===== src/rtl/piso_tx_ctrl_pkg.sv =====
// Shared types and constants for the PISO transmit sequencer and its shift register.
package piso_tx_ctrl_pkg;

  typedef enum logic [1:0] {
    ST_IDLE  = 2'd0,
    ST_SHIFT = 2'd1,
    ST_GAP   = 2'd2
  } state_t;

  localparam logic SHIFT_MODE_LOAD  = 1'b0;
  localparam logic SHIFT_MODE_SHIFT = 1'b1;

  // Counter width for values 0..n-1, never narrower than one bit.
  function automatic int clog2_min1(input int n);
    return (n <= 2) ? 1 : $clog2(n);
  endfunction

endpackage


===== src/rtl/piso_shreg.sv =====
// Parallel-load / shift-left register feeding the serial line; MSB is the line bit.
module piso_shreg
  import piso_tx_ctrl_pkg::*;
#(
  parameter int WIDTH = 4
) (
  input  logic             clk,
  input  logic             rst,
  input  logic             en,
  input  logic             shift_mode,
  input  logic [WIDTH-1:0] d,
  output logic [WIDTH-1:0] q
);

  always_ff @(posedge clk) begin
    if (rst)
      q <= '0;
    else if (en) begin
      if (shift_mode == SHIFT_MODE_SHIFT)
        q <= {q[WIDTH-2:0], 1'b0};
      else
        q <= d;
    end
  end

endmodule


===== src/rtl/piso_tx_ctrl.sv =====
// Word-at-a-time serial transmitter: accepts a word, shifts it MSB-first on bit_tick,
// then idles the line for GAP_TICKS ticks before taking the next word.
module piso_tx_ctrl
  import piso_tx_ctrl_pkg::*;
#(
  parameter int WIDTH     = 4,
  parameter int GAP_TICKS = 1
) (
  input  logic             clk,
  input  logic             rst,
  input  logic [WIDTH-1:0] in_data,
  input  logic             in_valid,
  output logic             in_ready,
  input  logic             bit_tick,
  input  logic             abort,
  output logic             ser_out,
  output logic             ser_valid,
  output logic             frame_start,
  output logic             frame_end,
  output logic             done,
  output logic             busy
);

  localparam int BW = clog2_min1(WIDTH);
  localparam int GW = clog2_min1(GAP_TICKS + 1);
  localparam logic [BW-1:0] BIT_LAST = BW'(WIDTH - 1);
  localparam logic [GW-1:0] GAP_INIT = GW'((GAP_TICKS > 0) ? GAP_TICKS - 1 : 0);

  state_t           state;
  logic [BW-1:0]    bit_cnt;
  logic [GW-1:0]    gap_cnt;
  logic             done_q;
  logic [WIDTH-1:0] shreg_q;
  logic             sh_en;
  logic             sh_mode;
  logic [WIDTH-1:0] sh_d;
  logic             accept;

  assign in_ready = (state == ST_IDLE) & ~rst;
  assign accept   = in_valid & in_ready & ~abort;

  // Abort reloads zero so a cancelled word never lingers in the datapath.
  always_comb begin
    sh_en   = 1'b0;
    sh_mode = SHIFT_MODE_LOAD;
    sh_d    = in_data;
    if (abort && state != ST_IDLE) begin
      sh_en = 1'b1;
      sh_d  = '0;
    end else if (state == ST_SHIFT && bit_tick) begin
      sh_en   = 1'b1;
      sh_mode = SHIFT_MODE_SHIFT;
    end else if (accept) begin
      sh_en = 1'b1;
    end
  end

  piso_shreg #(.WIDTH(WIDTH)) u_shreg (
    .clk        (clk),
    .rst        (rst),
    .en         (sh_en),
    .shift_mode (sh_mode),
    .d          (sh_d),
    .q          (shreg_q)
  );

  always_ff @(posedge clk) begin
    if (rst) begin
      state   <= ST_IDLE;
      bit_cnt <= '0;
      gap_cnt <= '0;
      done_q  <= 1'b0;
    end else begin
      done_q <= 1'b0;
      if (abort) begin
        state   <= ST_IDLE;
        bit_cnt <= '0;
        gap_cnt <= '0;
      end else begin
        case (state)
          ST_IDLE: begin
            if (in_valid) begin
              state   <= ST_SHIFT;
              bit_cnt <= BIT_LAST;
            end
          end
          ST_SHIFT: begin
            if (bit_tick) begin
              if (bit_cnt != '0)
                bit_cnt <= bit_cnt - BW'(1);
              else begin
                done_q <= 1'b1;
                if (GAP_TICKS > 0) begin
                  state   <= ST_GAP;
                  gap_cnt <= GAP_INIT;
                end else
                  state <= ST_IDLE;
              end
            end
          end
          ST_GAP: begin
            if (bit_tick) begin
              if (gap_cnt == '0)
                state <= ST_IDLE;
              else
                gap_cnt <= gap_cnt - GW'(1);
            end
          end
          default: state <= ST_IDLE;
        endcase
      end
    end
  end

  assign ser_valid   = (state == ST_SHIFT);
  assign ser_out     = ser_valid & shreg_q[WIDTH-1];
  assign frame_start = ser_valid & (bit_cnt == BIT_LAST);
  assign frame_end   = ser_valid & (bit_cnt == '0);
  assign done        = done_q;
  assign busy        = (state != ST_IDLE);

endmodule


===== config.mk =====
export PLATFORM = sky130hd
export DESIGN_NAME = piso_tx_ctrl
export DESIGN_NICKNAME = d
export VERILOG_FILES = /design/src/rtl/piso_tx_ctrl_pkg.sv /design/src/rtl/piso_shreg.sv /design/src/rtl/piso_tx_ctrl.sv
export SDC_FILE = /design/constraint.sdc
export NUM_CORES = 1
export LEC_CHECK = 0
export BUFFER_PORTS_ARGS = -buffer_cell sky130_fd_sc_hd__buf_2
export CAP_MARGIN = 40
export CORE_AREA = 2 2 39 41
export CTS_BUF_LIST = sky130_fd_sc_hd__clkbuf_4
export DETAILED_ROUTE_END_ITERATION = 6
export DIE_AREA = 0 0 41 43
export GPL_ROUTABILITY_DRIVEN = 0
export HOLD_SLACK_MARGIN = 0.12
export PLACE_DENSITY = 0.7
export SYNTH_ARGS = -nofsm -noshare
export SYNTH_HDL_FRONTEND = slang
export SYNTH_SLANG_ARGS = --single-unit
export TNS_END_PERCENT = 5

===== constraint.sdc =====
create_clock -name clk -period 1.2 [get_ports clk]
set_input_delay 0.18 -clock clk [delete_from_list [all_inputs] [get_ports clk]]
set_output_delay 0.18 -clock clk [all_outputs]
set_load 0.01 [all_outputs]

==> Yosys cells after proc, flatten, opt, wreduce, memory -nomap -nowiden <==
Index checks and enable logic that the tools add are counted.
W data, S select, Z words.
{ "op_classes": {"bitwise_logic": 10, "n_eq_ne": 9, "reduce_logical": 13, "n_addsub": 2, "mux": 23} }
{ "ops": {"columns": ["op", "count"], "rows": [
  ["$mux W2", 8],
  ["$mux W1", 10],
  ["$ne A2 B2 Y1 const B", 5],
  ["$mux W4", 2],
  ["$reduce_and A4 Y1", 2],
  ["$reduce_bool A2 Y1", 4],
  ["$and A1 B1 Y1", 6],
  ["$pmux W2 S3", 1],
  ["$reduce_and A5 Y1", 1],
  ["$eq A2 B2 Y1 const B", 2],
  ["$logic_not A2 Y1", 2],
  ["$not A1 Y1", 4],
  ["$pmux W2 S2", 1],
  ["$reduce_or A4 Y1", 1],
  ["$eq A2 B1 Y1 const B", 1],
  ["$logic_and A1 B1 Y1", 2],
  ["$ne A2 B1 Y1 const B", 1],
  ["$pmux W1 S2", 1],
  ["$reduce_or A2 Y1", 1],
  ["$sub A2 B1 Y2 const B", 1],
  ["$sub A1 B1 Y1 const B", 1]
]} }
{ "totals": {"ff_bits": 10, "wordCells": 62} }

==> Longest topological paths before layout <==
{ "logic_depth": {"depth_word": 7, "mapped_depth": 5} }

==> By module <==
From an unflattened synthesis, not the netlist that was laid out.
{ "unflattened": {"cells_unflattened": 59, "hier_area_um2": 489.2} }
{ "modules_own_cells": {"columns": ["mod", "n_inst", "area_each_um2", "cells_each"], "rows": [
  ["piso_tx_ctrl", 1, 321.6, 42],
  ["piso_shreg", 1, 167.7, 17]
]} }

==> Least setup slack after synthesis <==
OpenSTA, ideal clock, no wires.
{ "synth_path": {"path_type": "flip-flop to flip-flop", "from": "reg state[1]", "to": "reg u_shreg.q[1]", "path_buffers": 1, "setup_time_ns": 0.086, "stages_incl_launch_ff": 5, "arrival_ns": 1.115, "setup_slack_ns": -0.001, "required_time_ns": 1.114, "cell_sequence": "dfxtp_1 buf_6 o21a_1 a211o_1 a211oi_1"} }
{ "synth_between": {"elab_chain_cells": 7} }
{ "synth_lines": {"columns": ["item", "line_no", "text"], "rows": [
  ["start: declaration", "piso_tx_ctrl.sv:29", "state_t state;"],
  ["start signal: assignment", "piso_tx_ctrl.sv:69", "state <= ST_IDLE;"],
  ["start signal: assignment", "piso_tx_ctrl.sv:76", "state <= ST_IDLE;"],
  ["start signal: assignment", "piso_tx_ctrl.sv:83", "state <= ST_SHIFT;"],
  ["$logic_not A2 Y1", "piso_tx_ctrl.sv:39", "assign in_ready = (state == ST_IDLE) & ~rst;"],
  ["$and A1 B1 Y1", "piso_tx_ctrl.sv:39", null],
  ["$and A1 B1 Y1 (2 in series)", "piso_tx_ctrl.sv:40", "assign accept = in_valid & in_ready & ~abort;"],
  ["$mux W1", "piso_tx_ctrl.sv:53", "end else if (accept) begin"],
  ["$mux W1", "piso_tx_ctrl.sv:50", "end else if (state == ST_SHIFT && bit_tick) begin"],
  ["$mux W1", "piso_tx_ctrl.sv:47", "if (abort && state != ST_IDLE) begin"],
  ["end signal: assignment", "piso_shreg.sv:20", "q <= {q[WIDTH-2:0], 1'b0};"],
  ["end: declaration", "piso_shreg.sv:12", "output logic [WIDTH-1:0] q"]
]} }
Parallel ways exist; a longest one is shown, timed or not.
A chain may end at the register's enable or synchronous reset.

==> Worst setup path after layout <==
{ "layout_path": {"from": "reg state[0]", "to": "out in_ready"} }
{ "layout_between": {"elab_chain_cells": 2} }
{ "layout_lines": {"columns": ["item", "line_no", "text"], "rows": [
  ["$logic_not A2 Y1", "piso_tx_ctrl.sv:39", null],
  ["$and A1 B1 Y1", "piso_tx_ctrl.sv:39", null],
  ["end: declaration", "piso_tx_ctrl.sv:13", "output logic in_ready,"]
]} }
No other way between the ends.

==> metrics.yaml <==
status:
  outcome: "finished, violations left"
  violations: "negative setup slack"
worst_setup_path:
  critPathCaptureType: "output pin"
  r2r_start: "state[1]$_SDFFE_PP0P_"
  reg2reg_slack_ns: -0.14
  cp-start-kind: "flop"
  arrival_ns: 1.23
  path_cells: "buf_6, or2_4, nor2_1, buf_2"
  cp-startpoint: "state[0]$_SDFFE_PP0P_"
  cp.required_ns: 1.02
  path_class: "flop to output pin"
  critPathMaxStageDelay_ns: 0.35
  cp_slowest_cell: "dfxtp_4"
  worst-path-buf-inv: 2
  path_delay_family: "flip-flops"
  path_max_fanout: 4
pwr:
  ir_worst_vdd_uv: 698
  cellPowerDensity_nw_per_um2: 872
  p_leak_nw: 0.418
timing:
  fin_crit_ns: 1.41
  worst_slack_ns: -0.209
  relSlewSlack_pct: 72.9
  max_freq_ghz: 0.710
  grt_setup_unrepaired: "true"
  hold_viol_final: 0
  slew_viol_final: 0
  worst_pin_slew_ns: 0.405
  fin_crit_sh_pct: 117
  hold_slack_ns: 0.147
  fin_skew_ns: 0.00231
  finalSetupTns_ns: -1.33
  setup_viol: 10
flow_run:
  drv_cap: 0
clock_network:
  clock-sinks: 9
  clock_latency_ns: 0.26
  h-tree-depth: 1
  cts_tree: "done"
  clk_path_buf_depth: 2
  clk_pin_slew_ns: 0.06
  cts_made_buffers: 3
  clockRootBuffer: "clkbuf_4"
finish:
  diodes: 0
  fill_cells: 126
  drive_gt1_share_pct: 58.2
  nNetsFinal: 110
  area_growth_pct: 60.7
floorplan:
  coreArea_sq_um: 1380
  pin_count: 16
  die_h_um: 43
  die_area_sq_um: 1760
  rows: 14
  initial_utilization_pct: 40.7
  die_w_um: 41
synth:
  syn_area_sq_um: 563
  ys_types: 31
  synth_top_area_share_pct: 32.0
  synth-main-ff-cell: "dfxtp_1"
  netlist_top_cells_area: "dfxtp_1 (32%), nand2b_1 (5.6%), a2111oi_0 (4.7%)"
  netlist_instances: 62
  synth-edff-count: 0
  syn_area_per_cell_sq_um: 9.08
  synthArstFlopShare_pct: 0
  ys.warnings.count: 0
  synth_top_cell_by_area: "dfxtp_1"
  synthesis.nets: 73
  ys_seq_area_share_pct: 32.0
  synth-seq-cells: 9
placement:
  dp_hpwl_mm: 1.08
  port_buffers: 15
drt:
  via_count: 625
  drtPass1Iterations: 4
  drcViolationCount: 0
  wl_per_cell_um: 13.5
  ant_nets: 0
  routed_wirelength_mm: 1.54
  drt_iter0_markers: 14
  vias_per_cell: 5.48
global_routing:
  grt_pass1_wl_mm: 2.33
  first_global_vias: 541
  gr-total-overflow: 0
  grt.total_usage_pct: 19.5
  antenna_found_initial: 0
  grt_max_degree: 11
hold_path:
  min_from: "in_data[0]"
  worstHoldPathType: "input pin to flop"
kinds of logic after synthesis:
kind of cell               share of synthesized area (%)
buffers and inverters                               5.56
DFF                                                 32.0
adders and majority gates                           4.44
AOI/OAI and AO/OA                                   26.7
and+or+nand+nor                                     31.3
layer usage:
layer	vias to the layer above	global-route usage (%)	wire, um
met1	303	25.4	643
met2	17	30.3	831
met4	0	8.00	8
met5	-	0	0
met3	2	3.14	60
li1	303	-	-
area by class of cell:
type                    instances  area [sq um]  share of cell area [%]
clock buffers                   4          30.0                    3.32
well taps                      16          20.0                    2.21
flip-flops and latches          9           189                    20.9
repair buffers                 35           273                    30.2
inverters                       2          7.51                   0.830
multi-input cells              48           385                    42.6
sequential cells by signal (all words and copies together), names as in the netlist:
register / cells
done: 1
u_shreg.q: 4
bit_cnt: 2
state: 2
worst paths after layout:
check / to / cells after the start
worst min-delay path: u_shreg.q[0]$_SDFFE_PP0P_ / 3
worst max-delay path: in_ready / 4
worst min register to register: u_shreg.q[0]$_SDFFE_PP0P_ / 2
worst max register to register: u_shreg.q[2]$_SDFFE_PP0P_ / 4
stage by stage:
stage,util (%),instance area (sq um),cells,setup WS [ns],power (W)
finish,65.4,905,114,-0.209,0.000788
global route,65.4,905,114,-0.237,0.000826
CTS,59.9,830,111,-0.194,0.000771
detailed placement,53.8,744,103,-0.101,0.000493
global placement,53.8,744,103,-0.114,0.000490
floorplan,-,563,62,0.0197,0.000422
what timing repair did:
action,4_1_cts,5_1_grt
endpoints found under the hold margin,0,0
cloned,0,0
hold buffers,0,0
gates resized for setup,11,16
buffers inserted,4,3
endpoints found under the setup margin,11,11
pin swaps,8,0
cells in the mapped netlist, types with 2 or more instances:
cell type and count:
a211oi_1 3, o21ai_0 3, ha_1 2, a2111oi_0 3, nor2_1 2, nand3_1 3
inv_1 2, and2_1 3, nand2b_1 5, nand4b_1 3, a21oi_1 2, a21o_2 3
dfxtp_1 9, nor2b_1 2
worst min-delay path: stages:
cell and delay (ns):
buf_2 0.07, nand3_1 0.05, o21ai_1 0.07
power breakdown:
part / switching (W) / internal, W / leakage (nW)
sequential: 0.0000120 / 0.000314 / 0.0756
clock: 0.000112 / 0.000151 / 0.0184
combinational: 0.0000865 / 0.000113 / 0.324
placed cells by master, fill, tap and decap left out, types with 3 or more instances in the layout:
| master | instances |
|---|---|
| a21o_2 | 3 |
| and2_4 | 3 |
| buf_2 | 10 |
| buf_4 | 18 |
| buf_6 | 6 |
| clkbuf_4 | 4 |
| dfxtp_1 | 6 |
| nand2b_1 | 5 |
| nand3_1 | 3 |
| nand4b_1 | 3 |
No activity file was read; power rests on OpenSTA's default activity.
